### config.mk
export PLATFORM = sky130hd
export DESIGN_NAME = matrix_operand_loader
export DESIGN_NICKNAME = d
export VERILOG_FILES = /design/src/rtl/coproc_pkg.sv /design/src/rtl/matrix_elem_reg.sv /design/src/rtl/matrix_operand_loader.sv
export SDC_FILE = /design/constraint.sdc
export NUM_CORES = 1
export LEC_CHECK = 0
export BUFFER_PORTS_ARGS = -buffer_cell sky130_fd_sc_hd__buf_4
export CAP_MARGIN = 20
export CORE_MARGIN = 2
export CORE_UTILIZATION = 50
export CTS_BUF_LIST = sky130_fd_sc_hd__clkbuf_4 sky130_fd_sc_hd__clkbuf_8
export DETAILED_ROUTE_END_ITERATION = 6
export GPL_TIMING_DRIVEN = 0
export PLACE_DENSITY = 0.75
export SLEW_MARGIN = 40
export SYNTH_ARGS = -nofsm -noshare
export SYNTH_HDL_FRONTEND = slang
export SYNTH_HIERARCHICAL = 1
export SYNTH_SLANG_ARGS = --single-unit
### constraint.sdc
create_clock -name clk -period 2.6 [get_ports clk]
set_clock_uncertainty 0.05 [all_clocks]
set_input_delay 0.52 -clock clk [delete_from_list [all_inputs] [get_ports clk]]
set_output_delay 0.52 -clock clk [all_outputs]
set_load 0.01 [all_outputs]
### src/rtl/coproc_pkg.sv
// Shared sizes and loader state type for the matrix coprocessor.
package coproc_pkg;
  localparam int unsigned MAT_DIM  = 5;
  localparam int unsigned ELEM_W   = 8;
  localparam int unsigned ELEM_CNT = MAT_DIM * MAT_DIM;
  localparam int unsigned FLAT_W   = ELEM_CNT * ELEM_W;
  localparam int unsigned IDX_W    = 5;

  typedef enum logic [1:0] {
    LOAD_A = 2'd0,
    LOAD_B = 2'd1,
    HOLD   = 2'd2
  } loader_state_t;

  function automatic logic is_last_elem(input logic [IDX_W-1:0] idx);
    return idx == IDX_W'(ELEM_CNT - 1);
  endfunction
endpackage

### src/rtl/matrix_elem_reg.sv
// Flat matrix register with single-byte indexed write and synchronous active-low clear.
module matrix_elem_reg
  import coproc_pkg::*;
(
  input  logic              clk,
  input  logic              clr_n,
  input  logic              wr_en,
  input  logic [IDX_W-1:0]  idx,
  input  logic [ELEM_W-1:0] data,
  output logic [FLAT_W-1:0] q
);

  logic [FLAT_W-1:0] r_q;

  // Decoded per-byte enables keep every part-select in range for idx 25..31.
  always_ff @(posedge clk) begin
    if (!clr_n) begin
      r_q <= '0;
    end else begin
      for (int unsigned i = 0; i < ELEM_CNT; i++) begin
        if (wr_en && (idx == IDX_W'(i))) begin
          r_q[i*ELEM_W +: ELEM_W] <= data;
        end
      end
    end
  end

  assign q = r_q;

endmodule

### src/rtl/matrix_operand_loader.sv
// Streams two 5x5 signed-byte matrices (A then B) into flat operand registers and holds them.
// Optional MATRIX_LOADER_REUSE_B_EN adds reuse_b: skip the B load and keep the previous B.
module matrix_operand_loader
  import coproc_pkg::*;
(
  input  logic              clk,
  input  logic              rst_n,
  input  logic              in_valid,
  input  logic [ELEM_W-1:0] in_data,
  output logic              in_ready,
  input  logic              abort,
  output logic [FLAT_W-1:0] A_flat,
  output logic [FLAT_W-1:0] B_flat,
  output logic              out_valid,
  input  logic              out_ready,
  output logic [IDX_W-1:0]  elem_idx,
  output logic              loading_b
`ifdef MATRIX_LOADER_REUSE_B_EN
  ,
  input  logic              reuse_b
`endif
);

  loader_state_t    r_state, w_state_nxt;
  logic [IDX_W-1:0] r_idx, w_idx_nxt;
  logic             w_accept, w_wr_a, w_wr_b, w_reuse_b;

`ifdef MATRIX_LOADER_REUSE_B_EN
  assign w_reuse_b = reuse_b;
`else
  assign w_reuse_b = 1'b0;
`endif

  assign in_ready = rst_n & ~abort & (r_state != HOLD);
  assign w_accept = in_valid & in_ready;
  assign w_wr_a   = w_accept & (r_state == LOAD_A);
  assign w_wr_b   = w_accept & (r_state == LOAD_B);

  always_comb begin
    w_state_nxt = r_state;
    w_idx_nxt   = r_idx;
    if (abort) begin
      w_state_nxt = LOAD_A;
      w_idx_nxt   = '0;
    end else begin
      unique case (r_state)
        LOAD_A: if (w_accept) begin
          if (is_last_elem(r_idx)) begin
            w_idx_nxt   = '0;
            w_state_nxt = w_reuse_b ? HOLD : LOAD_B;
          end else begin
            w_idx_nxt = r_idx + IDX_W'(1);
          end
        end
        LOAD_B: if (w_accept) begin
          if (is_last_elem(r_idx)) begin
            w_idx_nxt   = '0;
            w_state_nxt = HOLD;
          end else begin
            w_idx_nxt = r_idx + IDX_W'(1);
          end
        end
        HOLD: if (out_ready) begin
          w_state_nxt = LOAD_A;
          w_idx_nxt   = '0;
        end
        default: begin
          w_state_nxt = LOAD_A;
          w_idx_nxt   = '0;
        end
      endcase
    end
  end

  always_ff @(posedge clk) begin
    if (!rst_n) begin
      r_state <= LOAD_A;
      r_idx   <= '0;
    end else begin
      r_state <= w_state_nxt;
      r_idx   <= w_idx_nxt;
    end
  end

  matrix_elem_reg u_mat_a (
    .clk   (clk),
    .clr_n (rst_n),
    .wr_en (w_wr_a),
    .idx   (r_idx),
    .data  (in_data),
    .q     (A_flat)
  );

  matrix_elem_reg u_mat_b (
    .clk   (clk),
    .clr_n (rst_n),
    .wr_en (w_wr_b),
    .idx   (r_idx),
    .data  (in_data),
    .q     (B_flat)
  );

  assign out_valid = (r_state == HOLD);
  assign loading_b = (r_state == LOAD_B);
  assign elem_idx  = r_idx;

endmodule

==> impl_metrics.toml, run 1 <==
[clock_tree]
h-tree-depth = 3
ctsResizeCount = 0
numClockSinks = 407
clk_pin_slew_ns = 0.07
clockBufferDepth = 3
ctsHoldBuffers = 0
cts_tree = "yes"
postCtsSetupBuffers = 0
cts-root-buf = "clkbuf_8"
cts_made_buffers = 66
clkLatencyLatePin_ns = 0.58

[routing]
routed_wl_um = 46800
vias = 12300
drt_iter0_drc = 652
drcViolationCount = 0
via_per_inst = 5.19
ant_nets = 0
drt-pass1-iter-count = 5
routedWlPerCell_um = 19.8

[finish]
final_layout_size_suffix_gt1_frac = 0.294
instances_no_fill = 2367
final_area_sq_um = 20000
nets = 1944
syn2layout_area_growth_pct = 34.3

[place]
hpwl_um = 34700
dpl_cell_area_sq_um = 18500
io_buffers = 420
routabilityCongestion = 0.834
dp_cells = 2251

[yosys]
synth_seq_cells = 407
ys_seq_area_frac = 0.548
netlist_area_sq_um = 14900
syn_nets = 1456
yosys_warnings = 6
postSynthCellCount = 1441
synth.distinct_cells = 34
synth_top_area_cell = "dfxtp_1"
syn_avg_cell_area_sq_um = 10.3
synth_top_area_frac = 0.548
synthTopCellsByArea = "dfxtp_1 55%, mux2i_1 27%, nand2_1 11%, clkbuf_1 2.0%, buf_2 0.64%"

[die]
dieHeight_um = 176
core_region_area_sq_um = 29500
rows = 63
die_w_um = 176
ios = 421
dieArea_sq_um = 31100
start_util = 0.505

[setup_path]
crit_required_ns = 3.04
crit_path_cell_trace = "buf_6 -> nand4bb_1 -> buf_2 -> nor2_1 -> nand4b_1 -> nor2_2 -> mux2i_1"
rr_worst_depth = 7
endpoint_kind = "flop"
path_max_fanout = 10
path_class = "reg2reg"
critPathLaunchType = "flop"
slowest_delay_ns = 0.67
timing.rr.start = "r_state[1]"
r2r_end = "u_mat_b/q[110]"
cp_slowest_cell = "nor2_2"
r2r_setup_slack_ns = 0.16
arrival_ns = 2.88

[pwr]
power_uw = 12500
leakage_uw = 0.00955
peakVddDrop_mv = 0.417
power_density_nw_per_um2 = 625

[global_routing]
grt_max_degree = 23
grt_pass1_vias = 12100
antenna_found_initial = 1
grt_pass1_wl_um = 70600
grt_usage = 0.294
gr-total-overflow = 0

[timing]
grt_setup_unrepaired = "no"
hold_viol = 0
drv_slew = 0
fmax_mhz = 410
report.final.setup_viol = 0
worst_pin_slew_ns = 0.764
timing.final.crit_share = 0.939
slew_headroom = 0.491
fin_crit_ns = 2.44

[hold_path]
min_to = "r_state[0]"
holdCritPathClass = "in2reg"
holdPathStages = 3
hold_path_startpoint = "in_valid"

[run_status]
outcome = "complete, no violations"

[flow_run]
cap_violations = 0
[final cells by class]
cell class,count,area (sq um)
Fill cell,2386,9500
Inverter,4,15.0
Multi-Input combinational cell,929,6340
Antenna cell,1,2.50
Clock inverter,10,91.3
Tap cell,390,488
Buffer,101,410
Clock buffer,105,1330
Sequential cell,407,8150
Timing Repair Buffer,420,3150
[layer usage]
metal	global-route usage	wire (um)
met1	0.346	18500
met2	0.494	22400
met3	0.0874	4010
met4	0.135	1880
met5	0	0
[flip-flops by register name, summed over array words and instances, names as in the netlist]
name       count
elem_idx       5
u_mat_b/q    200
r_state        2
u_mat_a/q    200
[placed cells by master, fill, tap and decap left out, drive strengths merged, types with 2 or more instances in the layout]
master / count
nand2b: 5
nor3: 3
and4bb: 7
inv: 7
mux2i: 400
a21oi: 2
clkinvlp: 2
o21ai: 2
ha: 2
a32oi: 2
nor2b: 13
clkbuf: 184
dfxtp: 407
or3: 5
a31oi: 2
clkinv: 4
nor4b: 2
buf: 442
nand4b: 8
nand2: 443
nand3: 5
nor2: 20
[synthesized netlist by cell type]
| cell type | instances |
|---|---|
| nor4b_2 | 2 |
| a31oi_1 | 2 |
| a32oi_1 | 2 |
| a21oi_1 | 2 |
| dfxtp_1 | 407 |
| nand2b_1 | 5 |
| or3_1 | 5 |
| and2b_1 | 1 |
| buf_6 | 1 |
| a211oi_1 | 1 |
| buf_2 | 19 |
| nor2b_1 | 13 |
| o21ai_1 | 1 |
| and4bb_1 | 3 |
| nand4bb_1 | 1 |
| and4b_4 | 1 |
| nand3_1 | 5 |
| mux2i_1 | 400 |
| buf_1 | 2 |
| o21ai_0 | 1 |
| inv_1 | 4 |
| nand2_1 | 443 |
| a311o_1 | 1 |
| ha_1 | 2 |
| nor3_2 | 2 |
| nand4b_1 | 8 |
| a311oi_1 | 1 |
| clkbuf_1 | 79 |
| nor2_2 | 12 |
| a41oi_1 | 1 |
| nor2_1 | 8 |
| and4bb_2 | 4 |
| nor3_1 | 1 |
| a21o_1 | 1 |
[power breakdown]
part,internal [uW],switching [uW]
registers,6240,4.99
logic,72.1,293
clock network,3360,2520
total,9670,2820
[worst max-delay path by stage]
stage                from             end  slack (ns)  depth (start not counted)
6_report       r_state[1]  u_mat_b/q[110]        0.16                          7
5_1_grt        r_state[1]  u_mat_b/q[104]        0.03                          7
4_1_cts        r_state[1]    u_mat_a/q[9]        0.10                          7
3_5_place_dp        abort    u_mat_a/q[9]       -0.11                          7
3_3_place_gp        abort   u_mat_a/q[21]       -0.06                          7
2_1_floorplan       abort  u_mat_b/q[167]        0.48                          7
[cell families after synthesis]
logic type | after synthesis | synth area share
AND/OR/NAND/NOR | 514 | 0.147
flip-flops | 407 | 0.548
multiplexers | 400 | 0.269
buffers and inverters | 105 | 0.0286
AO/OA/AOI/OAI | 13 | 0.00622
adder cells (fa/ha/maj) | 2 | 0.00168
[critical path, delay by kind of cell (launching register included)]
family | cells | cell delay (ns)
buffers and inverters | 2 | 0.31
multiplexers | 1 | 0.25
flip-flops | 1 | 0.30
AND/OR/NAND/NOR | 4 | 1.45
[stage by stage]
step	util	setup TNS [ns]	hold WS [ns]	worst slack (ns)
final	0.678	0	0.197	0.158
after global routing	0.678	0	0.202	0.0323
after CTS	0.676	0	0.170	0.104
after detailed placement	0.628	-3.52	0.397	-0.108
after global placement	0.628	-1.27	0.393	-0.0565
after floorplan	-	0	0.429	0.476
(Power assumes the default switching activity.)
==> run 2, diff against run 1 <==
--- a/config.mk
+++ b/config.mk
@@ -7,12 +7,15 @@
 export LEC_CHECK = 0
 export BUFFER_PORTS_ARGS = -buffer_cell sky130_fd_sc_hd__buf_4
 export CAP_MARGIN = 20
+export CELL_PAD_IN_SITES_DETAIL_PLACEMENT = 0
+export CELL_PAD_IN_SITES_GLOBAL_PLACEMENT = 1
+export CORE_ASPECT_RATIO = 1.1
 export CORE_MARGIN = 2
-export CORE_UTILIZATION = 50
+export CORE_UTILIZATION = 41
 export CTS_BUF_LIST = sky130_fd_sc_hd__clkbuf_4 sky130_fd_sc_hd__clkbuf_8
 export DETAILED_ROUTE_END_ITERATION = 6
 export GPL_TIMING_DRIVEN = 0
-export PLACE_DENSITY = 0.75
+export PLACE_DENSITY = 0.8
 export SLEW_MARGIN = 40
 export SYNTH_ARGS = -nofsm -noshare
 export SYNTH_HDL_FRONTEND = slang
==> impl_metrics.toml, run 2 (synthesized netlist as in run 1, its figures left out) <==
[setup_path]
path_class = "reg2reg"
crit_buf_inv = 3
endpoint_kind = "flop"
rr_worst_depth = 8
cp_slowest_cell = "or3_1"
crit_path_cell_trace = "buf_6 -> nand4bb_1 -> buf_2 -> nor2_2 -> nand4b_1 -> or3_1 -> buf_2 -> mux2i_1"
slowest_delay_ns = 0.42
crit_required_ns = 2.98
critPathLaunchType = "flop"
path_depth = 8
cp_top_family = "simple AND/OR/NAND/NOR gates"
cp_common_cell = "buf_2"
r2r_setup_slack_ns = 0.18
path_max_fanout = 10
arrival_ns = 2.80

[die]
ios = 421
dieHeight_um = 204
core_region_area_sq_um = 36000
start_util = 0.413
dieArea_sq_um = 37800
rows = 73
die_w_um = 186

[place]
routabilityCongestion = 0.783
pre_cts_slack_ns = -0.246
io_buffers = 420
hpwl_um = 36500

[hold_path]
holdPathStages = 4
holdCritPathClass = "in2reg"

[flow_run]
cap_violations = 0

[global_routing]
grt_pass1_vias = 12000
grt_usage = 0.256
antenna_found_initial = 3
gr-total-overflow = 0
grt_util_met1 = 0.294
grt_pass1_wl_um = 73100
use_met3 = 0.102
busiest_layer = "met2"
grtUsageMet2 = 0.438
grt_max_degree = 23

[routing]
drcViolationCount = 0
via_per_inst = 4.88
routedWlPerCell_um = 20.2
vias = 12000
drt_iter0_drc = 532
routed_wl_um = 49700
drt-pass1-iter-count = 5
ant_nets = 0

[pwr]
leakage_uw = 0.00952
power_density_nw_per_um2 = 618
peakVddDrop_mv = 0.401

[timing]
fin_tns_setup_ns = 0
drv_slew = 0
worst_pin_slew_ns = 0.849
slew_headroom = 0.434
fmax_mhz = 413
hold_viol = 0
fin_crit_ns = 2.42
timing.final.crit_share = 0.931
fin_ws_ns = 0.179
report.final.setup_viol = 0
grt_setup_unrepaired = "no"

[clock_tree]
cts_tree = "yes"
numClockSinks = 407
cts-root-buf = "clkbuf_8"
h-tree-depth = 3
cts_made_buffers = 67
clk_pin_slew_ns = 0.06
ctsHoldBuffers = 0
clockBufferDepth = 3
clkLatencyLatePin_ns = 0.57

[run_status]
outcome = "complete, no violations"

[finish]
final_cell_mix = "442 x nand2_1, 420 x buf_4, 407 x dfxtp_1"
final_layout_size_suffix_gt1_frac = 0.292
syn2layout_area_growth_pct = 34.9
fill_cells = 3334
nets = 1945
final_common_cell = "nand2_1"
## run 2: per-layer routing
metal / part of all wire / wire, um
met5: 0.00046 / 23
met3: 0.10 / 5190
met4: 0.022 / 1070
met1: 0.39 / 19600
met2: 0.48 / 23800
## run 2: layout make-up
cell class	instances	area, sq um	share of cell area
flip-flops and latches	407	8150	0.406
clock inverters	6	70.1	0.00349
inverters	4	15.0	0.000748
plain buffers	101	410	0.0205
repair buffers	420	3150	0.157
clock buffers	106	1320	0.0655
diodes	2	5.00	0.000249
multi-input cells	929	6340	0.316
well taps	487	609	0.0304
## run 2: path summary, 6_finish.rpt
kind / startpoint / to
min reg2reg: u_mat_a/q[159] / u_mat_a/q[159]
max: r_state[1] / u_mat_a/q[100]
min: out_ready / r_state[1]
max reg2reg: r_state[1] / u_mat_a/q[100]
## run 2: timing repair
action                                  in CTS  in global routing
setup buffers                                0                  0
gates cloned                                 0                  0
gates resized for setup                      3                  2
endpoints found under the setup margin      29                 96
## run 2: report_power, final
group	switching [uW]	internal, uW
sequential	3.69	6240
clock	2490	3290
combinational	302	72.6
## run 2: worst register-to-register path: stages, from the launching register on
cell       delay (ns)
dfxtp_1          0.30
buf_6            0.13
nand4bb_1        0.16
buf_2            0.18
nor2_2           0.32
nand4b_1         0.31
or3_1            0.42
buf_2            0.24
mux2i_1          0.16
## run 2: through the flow
step	instances	utilization	hold WS (ns)	power (uW)	instance area [sq um]
3_5_place_dp	2348	0.518	0.397	6760	18600
4_1_cts	2460	0.557	0.150	12600	20000
3_3_place_gp	2348	0.518	0.393	6760	18600
2_1_floorplan	1441	-	0.429	6580	14900
6_report	2462	0.558	0.198	12400	20100
5_1_grt	2460	0.557	0.185	12900	20100
